**config.mk**
```make
export PLATFORM = sky130hd
export DESIGN_NAME = rf_wb_arbiter_flat
export DESIGN_NICKNAME = d
export VERILOG_FILES = /design/src/rtl/rf_wb_pkg.sv /design/src/rtl/rf_wb_arbiter_if.sv /design/src/rtl/rr_arbiter.sv /design/src/rtl/rf_wb_arbiter.sv /design/src/flat_wrapper.sv
export SDC_FILE = /design/constraint.sdc
export NUM_CORES = 1
export LEC_CHECK = 0
export ABC_AREA = 1
export BUFFER_PORTS_ARGS = -buffer_cell sky130_fd_sc_hd__buf_2
export CORE_AREA = 2 2 110 112
export CTS_BUF_LIST = sky130_fd_sc_hd__clkbuf_16
export DETAILED_ROUTE_END_ITERATION = 8
export DIE_AREA = 0 0 112 114
export GPL_ROUTABILITY_DRIVEN = 0
export GPL_TIMING_DRIVEN = 0
export SETUP_SLACK_MARGIN = 0.4
export SYNTH_ARGS = -nofsm -noshare
export SYNTH_HDL_FRONTEND = slang
export SYNTH_SLANG_ARGS = --single-unit
```
**constraint.sdc**
```tcl
create_clock -name clk -period 2.4 [get_ports clk]
set_input_delay 0.24 -clock clk [delete_from_list [all_inputs] [get_ports clk]]
set_output_delay 0.24 -clock clk [all_outputs]
set_load 0.05 [all_outputs]
```
**src/rtl/rf_wb_pkg.sv**
```systemverilog
// Shared constants and types for the register-file write-back arbiter.
package rf_wb_pkg;

   localparam int unsigned RF_ADDR_WIDTH = 5;
   localparam int unsigned RF_DATA_WIDTH = 32;
   localparam int unsigned WB_NUM_REQ    = 3;

   typedef logic [RF_ADDR_WIDTH-1:0] rf_addr_t;

   typedef struct packed {
      logic                     valid;
      rf_addr_t                 addr;
      logic [RF_DATA_WIDTH-1:0] data;
   } wb_req_t;

   localparam int unsigned WB_ALU = 0;
   localparam int unsigned WB_LSU = 1;
   localparam int unsigned WB_MDU = 2;

endpackage

```
**src/rtl/rf_wb_arbiter_if.sv**
```systemverilog
// Write-back bus: requester handshakes, register-file write port and pending-write port.
interface rf_wb_arbiter_if
   import rf_wb_pkg::*;
#(
   parameter int unsigned NUM_REQ    = WB_NUM_REQ,
   parameter int unsigned ADDR_WIDTH = RF_ADDR_WIDTH,
   parameter int unsigned DATA_WIDTH = RF_DATA_WIDTH
);

   logic [NUM_REQ-1:0]            req_valid;
   logic [NUM_REQ-1:0]            req_ready;
   logic [NUM_REQ*ADDR_WIDTH-1:0] req_addr;
   logic [NUM_REQ*DATA_WIDTH-1:0] req_data;
   logic                          wb_hold;
   logic                          rf_we;
   logic [ADDR_WIDTH-1:0]         rf_wa;
   logic [DATA_WIDTH-1:0]         rf_wd;
   logic                          pend_valid;
   logic [ADDR_WIDTH-1:0]         pend_addr;
   logic [DATA_WIDTH-1:0]         pend_data;

   modport master (
      output req_valid, req_addr, req_data, wb_hold,
      input  req_ready, rf_we, rf_wa, rf_wd, pend_valid, pend_addr, pend_data
   );

   modport slave (
      input  req_valid, req_addr, req_data, wb_hold,
      output req_ready, rf_we, rf_wa, rf_wd, pend_valid, pend_addr, pend_data
   );

endinterface

```
**src/rtl/rr_arbiter.sv**
```systemverilog
// Combinational one-of-N arbiter: round-robin from ptr, or fixed priority (0 highest)
// when RF_WB_FIXED_PRIO_EN is defined.
module rr_arbiter #(
   parameter int unsigned N = 3
) (
   input  logic [N-1:0]         req,
   input  logic [$clog2(N)-1:0] ptr,
   input  logic                 en,
   output logic [N-1:0]         gnt,
   output logic [$clog2(N)-1:0] gnt_idx
);

   localparam int unsigned IW = $clog2(N);

`ifdef RF_WB_FIXED_PRIO_EN
   logic unused_ptr;
   assign unused_ptr = ^ptr;

   always_comb begin
      logic          found;
      logic [IW-1:0] sel;
      gnt     = '0;
      gnt_idx = '0;
      found   = 1'b0;
      sel     = '0;
      for (int unsigned k = 0; k < N; k++) begin
         sel = IW'(k);
         if (en && !found && req[sel]) begin
            gnt[sel] = 1'b1;
            gnt_idx  = sel;
            found    = 1'b1;
         end
      end
   end
`else
   always_comb begin
      logic          found;
      logic [IW-1:0] sel;
      gnt     = '0;
      gnt_idx = '0;
      found   = 1'b0;
      sel     = '0;
      // Scan upward from ptr with wrap-around; first valid requester wins.
      for (int unsigned k = 0; k < N; k++) begin
         sel = IW'((32'(ptr) + k) % N);
         if (en && !found && req[sel]) begin
            gnt[sel] = 1'b1;
            gnt_idx  = sel;
            found    = 1'b1;
         end
      end
   end
`endif

endmodule

```
**src/rtl/rf_wb_arbiter.sv**
```systemverilog
// Write-back arbiter: grants one requester per cycle onto a registered register-file write port.
// Optional macro RF_WB_FIXED_PRIO_EN selects fixed priority instead of round-robin.
module rf_wb_arbiter
   import rf_wb_pkg::*;
#(
   parameter int unsigned NUM_REQ    = WB_NUM_REQ,
   parameter int unsigned ADDR_WIDTH = RF_ADDR_WIDTH,
   parameter int unsigned DATA_WIDTH = RF_DATA_WIDTH
) (
   input logic            clk,
   input logic            rstn,
   rf_wb_arbiter_if.slave bus
);

   localparam int unsigned IDX_W = $clog2(NUM_REQ);

   logic [NUM_REQ-1:0]    gnt;
   logic [IDX_W-1:0]      gnt_idx;
   logic [IDX_W-1:0]      rr_ptr;
   logic                  arb_en;
   logic                  grant_any;
   logic [ADDR_WIDTH-1:0] win_addr;
   logic [DATA_WIDTH-1:0] win_data;
   logic                  we_q;
   logic [ADDR_WIDTH-1:0] wa_q;
   logic [DATA_WIDTH-1:0] wd_q;

   // Including rstn keeps req_ready low throughout reset.
   assign arb_en    = rstn & ~bus.wb_hold;
   assign grant_any = |gnt;

   rr_arbiter #(
      .N(NUM_REQ)
   ) u_arb (
      .req    (bus.req_valid),
      .ptr    (rr_ptr),
      .en     (arb_en),
      .gnt    (gnt),
      .gnt_idx(gnt_idx)
   );

`ifdef RF_WB_FIXED_PRIO_EN
   assign rr_ptr = '0;
`else
   always_ff @(posedge clk or negedge rstn) begin
      if (!rstn) begin
         rr_ptr <= '0;
      end else if (grant_any) begin
         rr_ptr <= (gnt_idx == IDX_W'(NUM_REQ - 1)) ? '0 : gnt_idx + IDX_W'(1);
      end
   end
`endif

   always_comb begin
      win_addr = '0;
      win_data = '0;
      for (int unsigned i = 0; i < NUM_REQ; i++) begin
         if (grant_any && (IDX_W'(i) == gnt_idx)) begin
            win_addr = bus.req_addr[i*ADDR_WIDTH +: ADDR_WIDTH];
            win_data = bus.req_data[i*DATA_WIDTH +: DATA_WIDTH];
         end
      end
   end

   // A grant to r0 completes the handshake but never raises the write enable.
   always_ff @(posedge clk or negedge rstn) begin
      if (!rstn) begin
         we_q <= 1'b0;
         wa_q <= '0;
         wd_q <= '0;
      end else begin
         we_q <= grant_any && (win_addr != '0);
         if (grant_any) begin
            wa_q <= win_addr;
            wd_q <= win_data;
         end
      end
   end

   assign bus.req_ready  = gnt;
   assign bus.rf_we      = we_q;
   assign bus.rf_wa      = wa_q;
   assign bus.rf_wd      = wd_q;
   assign bus.pend_valid = we_q;
   assign bus.pend_addr  = wa_q;
   assign bus.pend_data  = wd_q;

endmodule

```
**src/flat_wrapper.sv**
```systemverilog
// flat-port wrapper written by rule: the top's interface ports become plain ports
module rf_wb_arbiter_flat import rf_wb_pkg::*;
#(
   parameter int unsigned NUM_REQ    = WB_NUM_REQ,
   parameter int unsigned ADDR_WIDTH = RF_ADDR_WIDTH,
   parameter int unsigned DATA_WIDTH = RF_DATA_WIDTH
)
  (clk, rstn, bus_req_valid, bus_req_addr, bus_req_data, bus_wb_hold, bus_req_ready, bus_rf_we, bus_rf_wa, bus_rf_wd, bus_pend_valid, bus_pend_addr, bus_pend_data);
  rf_wb_arbiter_if #(.NUM_REQ(NUM_REQ), .ADDR_WIDTH(ADDR_WIDTH), .DATA_WIDTH(DATA_WIDTH)) bus_i ();
  input logic clk;
  input logic rstn;
  input wire logic [$bits(bus_i.req_valid)-1:0] bus_req_valid;
  input wire logic [$bits(bus_i.req_addr)-1:0] bus_req_addr;
  input wire logic [$bits(bus_i.req_data)-1:0] bus_req_data;
  input wire logic [$bits(bus_i.wb_hold)-1:0] bus_wb_hold;
  output wire logic [$bits(bus_i.req_ready)-1:0] bus_req_ready;
  output wire logic [$bits(bus_i.rf_we)-1:0] bus_rf_we;
  output wire logic [$bits(bus_i.rf_wa)-1:0] bus_rf_wa;
  output wire logic [$bits(bus_i.rf_wd)-1:0] bus_rf_wd;
  output wire logic [$bits(bus_i.pend_valid)-1:0] bus_pend_valid;
  output wire logic [$bits(bus_i.pend_addr)-1:0] bus_pend_addr;
  output wire logic [$bits(bus_i.pend_data)-1:0] bus_pend_data;
  assign bus_i.req_valid = bus_req_valid;
  assign bus_i.req_addr = bus_req_addr;
  assign bus_i.req_data = bus_req_data;
  assign bus_i.wb_hold = bus_wb_hold;
  assign bus_req_ready = bus_i.req_ready;
  assign bus_rf_we = bus_i.rf_we;
  assign bus_rf_wa = bus_i.rf_wa;
  assign bus_rf_wd = bus_i.rf_wd;
  assign bus_pend_valid = bus_i.pend_valid;
  assign bus_pend_addr = bus_i.pend_addr;
  assign bus_pend_data = bus_i.pend_data;
  rf_wb_arbiter #(.NUM_REQ(NUM_REQ), .ADDR_WIDTH(ADDR_WIDTH), .DATA_WIDTH(DATA_WIDTH)) u_core (.clk(clk), .rstn(rstn), .bus(bus_i));
endmodule
```
* Word-level counts from Yosys, hierarchy flattened
Cells that the tools add are included.
** Word-level totals
- Logic and storage cells :: 67
- Input bits :: 117
- Bits in registers :: 40
** Operators by class
- Multiplexer cells :: 27
- $add $sub $neg :: 3
- Reductions and logical operators :: 17
- Equality and inequality tests :: 3
- Magnitude comparators :: 6
- Bitwise gates (word level) :: 4
- Div/mod/pow operators :: 3
** Operators with widths (number)
- $mux W32 :: 3
- $mod A32 B2 Y32 const B :: 2
- $mod A2 B2 Y32 const B :: 1
- $mux W5 :: 3
- $logic_and A1 B1 Y1 :: 12
- $lt A2 B3 Y1 const B :: 3
- $mux W3 :: 3
- $mux W1 :: 8
- $mux W2 :: 4
- $bmux W1 S2 :: 3
- $demux W1 S2 :: 3
- $ge A2 B1 Y1 const B :: 3
- $or A3 B3 Y3 :: 2
- $reduce_bool A5 Y1 :: 1
- $add A2 B1 Y3 const B :: 1
- $add A2 B2 Y3 const B :: 1
- $reduce_or A3 Y1 :: 1
- $add A2 B1 Y2 const B :: 1
- $eq A1 B2 Y1 const A :: 1
- $eq A2 B2 Y1 const A :: 1
- $eq A2 B2 Y1 const B :: 1
- $logic_not A1 Y1 :: 2
- $logic_not A2 Y1 :: 1
- $and A1 B1 Y1 :: 1
- $not A1 Y1 :: 1

* Logic depth before layout (Yosys ltp)
Gate-level depths: netlist (run 1).
- Depth after elaboration :: 20
- Gate-level depth with buffers :: 17

* By module
From an unflattened synthesis (run 1), not the netlist that was laid out.
** Unflattened totals
- Cell total of the unflattened synthesis :: 361
- Area total of the unflattened synthesis :: 2737.6 sq um
** By module, submodules not included
- rf_wb_arbiter :: instances 1, seq. area each 1001.0 sq um, area an instance 2464.9 sq um, cells each 311
- rr_arbiter :: instances 1, seq. area each 0.0 sq um, area an instance 272.8 sq um, cells each 50

* Worst setup path after synthesis (run 1)
No wires, ideal clock.
- Kind :: register -> output
- Start point :: reg u_core.rr_ptr[0]
- End point :: out bus_req_ready[2]
- Cell stages (with the launch flop) :: 14
- Setup slack :: 0.028 ns
- Data required time :: 2.160 ns
- Data arrival time :: 2.132 ns
- Cell sequence :: dfrtp_1 -> inv_1 -> ha_1 -> inv_2 -> nand2_1 -> nand3_1 -> nand2_2 -> nor2_2 -> nand2_4 -> nor2_2 -> nor2_2 -> buf_2 -> buf_1 -> inv_1
** On the way
- Longest elaborated chain between the ends :: 13
** RTL lines
- start: declaration :: line rf_wb_arbiter.sv:19 : logic [IDX_W-1:0] rr_ptr;
- start signal: assignment :: line rf_wb_arbiter.sv:49 : rr_ptr <= (gnt_idx == IDX_W'(NUM_REQ - 1)) ? '0 : gnt_idx + IDX_W'(1);
- branches (longest 12 deep; another with $mod A32 B2 Y32)
- $mux W3 * :: line rr_arbiter.sv:46 : if (en && !found && req[sel]) begin
- end: declaration :: line flat_wrapper.sv:16 : output wire logic [$bits(bus_i.req_ready)-1:0] bus_req_ready;
Every way passes the cells marked *. The select of a mux whose other input is x is not followed.

* Final worst setup path (run 1)
- Start point :: reg u_core.rr_ptr[1]
- End point :: out bus_req_ready[2]
Same word-level chain as after synthesis.

==> results.md, run 1 <==
* Clock tree sinks at 40
* CP endpoint: bus_req_ready[2]
* Hold Path Class: in2reg
* CP Max Fanout at 5
* Synthesized Nets at 495
* # port buffers at 195
* Outcome: finished with violations
* Flip-flop and latch count after synthesis at 40
* VDD IR max at 849.5 uV
* H-tree Lvls at 2
* Post-route ant nets at 0
* Period utilization at 100.3%
* CP Class: reg2out
* Net Switching at 5.443 mW
* Max Root-Sink Buffers at 2
* RSZ-0062 raised after global routing: true
* Most common cell after layout, fill and taps aside: buf_2
* PD cells at 1877 nW/um^2
* Pre-CTS WS at -639.1 ps
* Asr flop ratio synth at 100.0%
* Num CTS Buffers at 5
* DRC violations left at 0
* Rel. slew slack at 81.93%
* Reg2Reg Capture Point: u_core.bus.pend_data[28]
* Fmax at 415.3 MHz
* Initial antenna violation count at 0
* Vias per cell at 4.830
* Post-route cell area at 5334 sq um
* Gr ovfl total at 0
* Mapped Cells at 374
* Mapped Area at 2813 sq um
* Layout cells sized above 1 at 65.43%
* Register area share after synthesis at 35.59%
* Row count at 40
* Power share of the sequential group at 13.1%
* Clk_skew at 7.751 ps
* Synth area leaders: dfrtp_1 36%, nand3_1 23%, buf_4 11%
* FF-to-FF path depth at 17
* Combinational Power Share at 80.4%
* Final core utilization at 45.54%
* Met1 Use GR at 22.62%
* Mapped Avg Cell Area at 7.521 sq um
* Core ar. at 11710 sq um
* Post-synth EDFFs at 0
* Post-synthesis cell type count at 22
* Dpl hpwl at 8568 um
* Ys Warns at 0
* Most frequent cells in the layout: 191 x buf_2, 77 x nand3_1, 67 x buf_4, 49 x nand3_2, 42 x nand4_1
* Final WL at 12980 um
* Share of Yosys cell area claimed by the top area cell type at 35.59%
* 1st-iter DRT viols at 212
* Hold_sp: bus_req_data[70]
* Pre-Repair DR Iteration Count at 4
* Crit. Startpoint: u_core.rr_ptr[1]
* Clk root buf: clkbuf_16
* Crit path time final at 2408 ps
* Routed len/inst at 16.87 um
* Failing checks: setup timing
* Final Slew Violations at 0
* P&R area growth vs syn at 89.64%
* Starting Density at 24.02%
* Ant diodes at 0
* Worst setup SP type: flop
* Slack of the critical path at -7.898 ps
* Total track usage at 18.05%
* Cell Area, Placed at 3996 sq um
* Clock network power share at 6.4%
* Gr busiest metal: met2
* WP data arrival at 2170 ps
* Clk slew on worst S/H paths at 60 ps
* Crit Reg-Reg Startpoint: u_core.rr_ptr[1]
* CTS tree: done
* Worst Max-Slew Pin Slew at 270.7 ps
* Lkg Pwr at 2.723 nW
* Hold Vio Cnt, Final at 0
* Worst skew pair latency at 280 ps
* Net Sw Frac at 54.37%
* Crit end category: output port
* Int Power at 4.569 mW
* R2R Setup Slk at 20 ps
* Setup violators final at 1
* First-pass GRT wire length at 18380 um
* Chip Width at 112 um
* Fillers at 1175
* PnR Total Power at 10.01 mW
* Ports at 196
* Synth area leader: dfrtp_1
* Nets@finish at 743
* Via count of the routed design at 3714
* Top_reg_cell synth: dfrtp_1
* Die Span Y at 114 um
* Vias in the first global route at 3633
* Req. time, crit path at 2160 ps
* Max Cap Viol at 0
* Die ar. at 12770 sq um
* Met3 usage at 2.285%
* Met2 Resource Use GR at 33.01%
* Largest net degree at the start of global routing at 41
==> power groups by stage <==
stage                     registers (mW)  logic (mW)  clock network, mW
after floorplan                     2.31        3.42                  0
after CTS                           1.31        6.87              0.653
after global placement              1.30        5.79                  0
final                               1.31        8.05              0.645
after global routing                1.35        8.48              0.692
after detailed placement            1.32        5.86                  0
==> worst min-delay path by stage <==
| stage | endpoint | depth (start not counted) |
|---|---|---|
| 4_1_cts | u_core.bus.pend_data[6] | 3 |
| 3_3_place_gp | u_core.bus.pend_data[20] | 1 |
| 2_1_floorplan | u_core.bus.pend_addr[0] | 0 |
| 6_report | u_core.bus.pend_data[6] | 3 |
| 5_1_grt | u_core.bus.pend_data[29] | 3 |
| 3_5_place_dp | u_core.bus.pend_data[17] | 1 |
==> what timing repair did <==
| item | in CTS | in global routing |
|---|---|---|
| gates cloned | 4 | 6 |
| setup buffers | 25 | 9 |
| hold endpoints to repair | 40 | 0 |
| hold buffers | 2 | 0 |
| endpoints found under the setup margin | 43 | 43 |
| resized for setup | 89 | 97 |
| pin swaps | 21 | 36 |
==> cell type report <==
class                   count  area, sq um  area share (%)
clock buffers               5        125.1           2.346
clock inverters             2        8.758          0.1642
inverters                  17        76.32           1.431
well taps                 147        183.9           3.448
flip-flops and latches     40         1002           18.79
repair buffers            241         1565           29.35
multi-input cells         252         1724           32.32
plain buffers              65        648.1           12.15
==> worst max-delay path: stages (launching register included) <==
cell     delay, ps
dfrtp_2        440
inv_2          120
ha_4           180
inv_2           50
nand2_2         80
nand3_4        110
a21oi_4        190
nand2_4         90
nor2_4         120
nor2_4          70
buf_8          130
buf_8          120
inv_4           40
buf_8          130
==> kinds of logic (layout without fill, tap and decap cells) <==
group           Yosys count  in the layout  synth area share [%]
fa+ha+maj                 4              4                 1.779
simple gates            242            242                 43.10
buf+inv                  82            330                 17.93
flops                    40             40                 35.59
compound gates            6              6                 1.601
==> metrics by stage <==
step / TNS [ps] / hold WS [ps] / instances
floorplan: 0 / -55.59 / 374
global placement: -20370 / 441.0 / 716
detailed placement: -23060 / 441.4 / 716
CTS: 0 / 164.3 / 754
global route: -1347 / 169.1 / 769
finish: -7.898 / 163.6 / 769
==> cell usage after synthesis, types with 2 or more instances <==
master,number
buf_1,2
buf_2,16
buf_4,43
buf_6,2
clkbuf_1,2
dfrtp_1,40
ha_1,4
inv_1,14
inv_2,3
nand2_1,53
nand3_1,127
nand3_2,2
nand4_1,42
nor2_1,11
nor2_2,4
o21ai_0,3
==> flip-flops by register name (all words and copies together), names as in the netlist <==
signal	flops
u_core.bus.pend_addr	5
u_core.bus.pend_data	32
u_core.bus.pend_valid	1
u_core.rr_ptr	2
==> routing by layer <==
layer / part of all wire [%] / vias to the layer above
met3: 5.1 / 14
met2: 52 / 161
met1: 42 / 1772
met5: 0 / -
li1: - / 1767
met4: 1.1 / 0
Power figures use the tool's default switching activity.
==> inputs of run 2 (changes only) <==
--- a/config.mk
+++ b/config.mk
@@ -13,6 +13,7 @@
 export DIE_AREA = 0 0 112 114
 export GPL_ROUTABILITY_DRIVEN = 0
 export GPL_TIMING_DRIVEN = 0
+export RECOVER_POWER = 100
 export SETUP_SLACK_MARGIN = 0.4
 export SYNTH_ARGS = -nofsm -noshare
 export SYNTH_HDL_FRONTEND = slang
==> results.md, run 2 (synthesized netlist as in run 1, its figures left out) <==
* Slowest stage delay, CP at 440 ps
* Total track usage at 18.05%
* Crit end category: output port
* WP data arrival at 2170 ps
* Combinational Power Share at 80.0%
* Final WL at 13030 um
* CP Max Fanout at 5
* Worst path top cell family by delay: buffers and inverters
* Starting Density at 24.02%
* Slack of the critical path at -7.057 ps
* Cell mode on critical path: buf_8
* Initial antenna violation count at 0
* Failing checks: setup timing
* Clock network power share at 6.6%
* P&R area growth vs syn at 85.59%
* Max Cap Viol at 0
* CTS tree: done
* Layout cells sized above 1 at 53.05%
* Net Switching at 5.468 mW
* PD cells at 1888 nW/um^2
* Post-route cell area at 5220 sq um
* 1st-iter DRT viols at 195
* Max reg flops at 32
* CP Class: reg2out
* Crit path time final at 2407 ps
* VDD IR max at 800.0 uV
* Nets@finish at 743
* Die ar. at 12770 sq um
* Net Sw Frac at 55.48%
* Hold Path Class: in2reg
* Outcome: finished with violations
* H-tree Lvls at 2
* Final Slew Violations at 0
* Met2 WL at 6758 um
* Num CTS Buffers at 5
* Cell Area, Placed at 3996 sq um
* Cells along the critical path: inv_2, ha_4, inv_2, nand2_2, nand3_4, a21oi_4, nand2_4, nor2_4, nor2_4, buf_8, buf_8, inv_4, buf_8
* Ant diodes at 0
* DRC violations left at 0
* Die Span Y at 114 um
* Period utilization at 100.3%
* First-pass GRT wire length at 18380 um
* M1 WL at 5406 um
* Clk slew on worst S/H paths at 60 ps
* Routed len/inst at 16.94 um
* Vias per cell at 4.821
* # port buffers at 195
* Int Power at 4.388 mW
* Clk_skew at 7.606 ps
* Clock tree sinks at 40
* Vias in the first global route at 3633
* Gr ovfl total at 0
* Ports at 196
* Fmax at 415.4 MHz
* Hold Vio Cnt, Final at 0
* Rel. slew slack at 31.23%
* RSZ-0062 raised after global routing: true
* Row count at 40
* Fillers at 1212
* Power share of the sequential group at 13.4%
* TNS Setup at -7.057 ps
* Chip Width at 112 um
* Max Root-Sink Buffers at 2
* Req. time, crit path at 2160 ps
* Worst setup SP type: flop
* Uppermost layer routed: met4
* Setup violators final at 1
* Clk root buf: clkbuf_16
* Lkg Pwr at 2.465 nW
* Slowest cell on crit path: dfrtp_2
* Worst Max-Slew Pin Slew at 1032 ps
* Worst skew pair latency at 280 ps
* Most common cell after layout, fill and taps aside: buf_2
* WP buf/inv at 6
* Most frequent cells in the layout: 115 x buf_2, 77 x nand3_1, 77 x clkbuf_1, 66 x buf_4, 49 x nand3_2
* Pre-Repair DR Iteration Count at 4
* Pre-CTS WS at -639.1 ps
* Post-route ant nets at 0
* Core ar. at 11710 sq um
* Met3 wire len at 713 um
* Dpl hpwl at 8568 um
* Largest net degree at the start of global routing at 41
* Via count of the routed design at 3707
* Hold Slack at 165.0 ps
==> run 2: routing by layer <==
metal  vias to the layer above  global-route usage (%)
li1                       1768                       -
met1                      1768                   22.62
met2                       157                   33.01
met3                        14                   2.285
met4                         0                   4.553
met5                         -                       0
==> run 2: path summary, 6_finish.rpt <==
kind,from,endpoint,slack [ps],depth (start not counted)
worst min-delay path,bus_req_data[70],u_core.bus.pend_data[6],160,3
worst max register to register,u_core.rr_ptr[1],u_core.bus.pend_data[28],20,16
worst min register to register,u_core.bus.pend_data[15],u_core.bus.pend_data[15],560,2
min in group asynchronous,rstn,u_core.bus.pend_data[17],1040,3
max in group asynchronous,rstn,u_core.rr_ptr[1],670,3
worst max-delay path,u_core.rr_ptr[1],bus_req_ready[2],-7,13
==> run 2: layout make-up <==
cell class | count | area, sq um | area share, %
plain buffers | 65 | 648.1 | 12.42
repair buffers | 241 | 1451 | 27.80
flip-flops and latches | 40 | 1002 | 19.20
well taps | 147 | 183.9 | 3.523
clock inverters | 2 | 8.758 | 0.1678
clock buffers | 5 | 125.1 | 2.397
multi-input cells | 252 | 1724 | 33.03
inverters | 17 | 76.32 | 1.462
==> run 2: stage by stage <==
step	instances	util [%]	power (mW)
2_1_floorplan	374	-	5.734
3_3_place_gp	716	34.12	7.094
3_5_place_dp	716	34.12	7.177
4_1_cts	754	40.25	8.829
5_1_grt	769	44.57	10.37
6_report	769	44.57	9.857
==> run 2: power by group through the flow <==
| stage | Clock, mW | Sequential (mW) | Combinational (mW) |
|---|---|---|---|
| floorplan | 0 | 2.31 | 3.42 |
| global placement | 0 | 1.30 | 5.79 |
| detailed placement | 0 | 1.32 | 5.86 |
| CTS | 0.653 | 1.31 | 6.87 |
| finish | 0.646 | 1.32 | 7.89 |
| global route | 0.692 | 1.36 | 8.31 |
==> run 2: worst min-delay path, cell delays in order <==
cell	delay [ps]
buf_2	80
nand2_1	40
nand4_1	50
==> run 2: repair_timing <==
item                                    4_1_cts  5_1_grt
pin swaps                                    21       36
buffers inserted                             25        9
endpoints found under the hold margin        40        0
gates resized for setup                      89       97
cloned                                        4        6
endpoints found under the setup margin       43       43
hold buffers                                  2        0
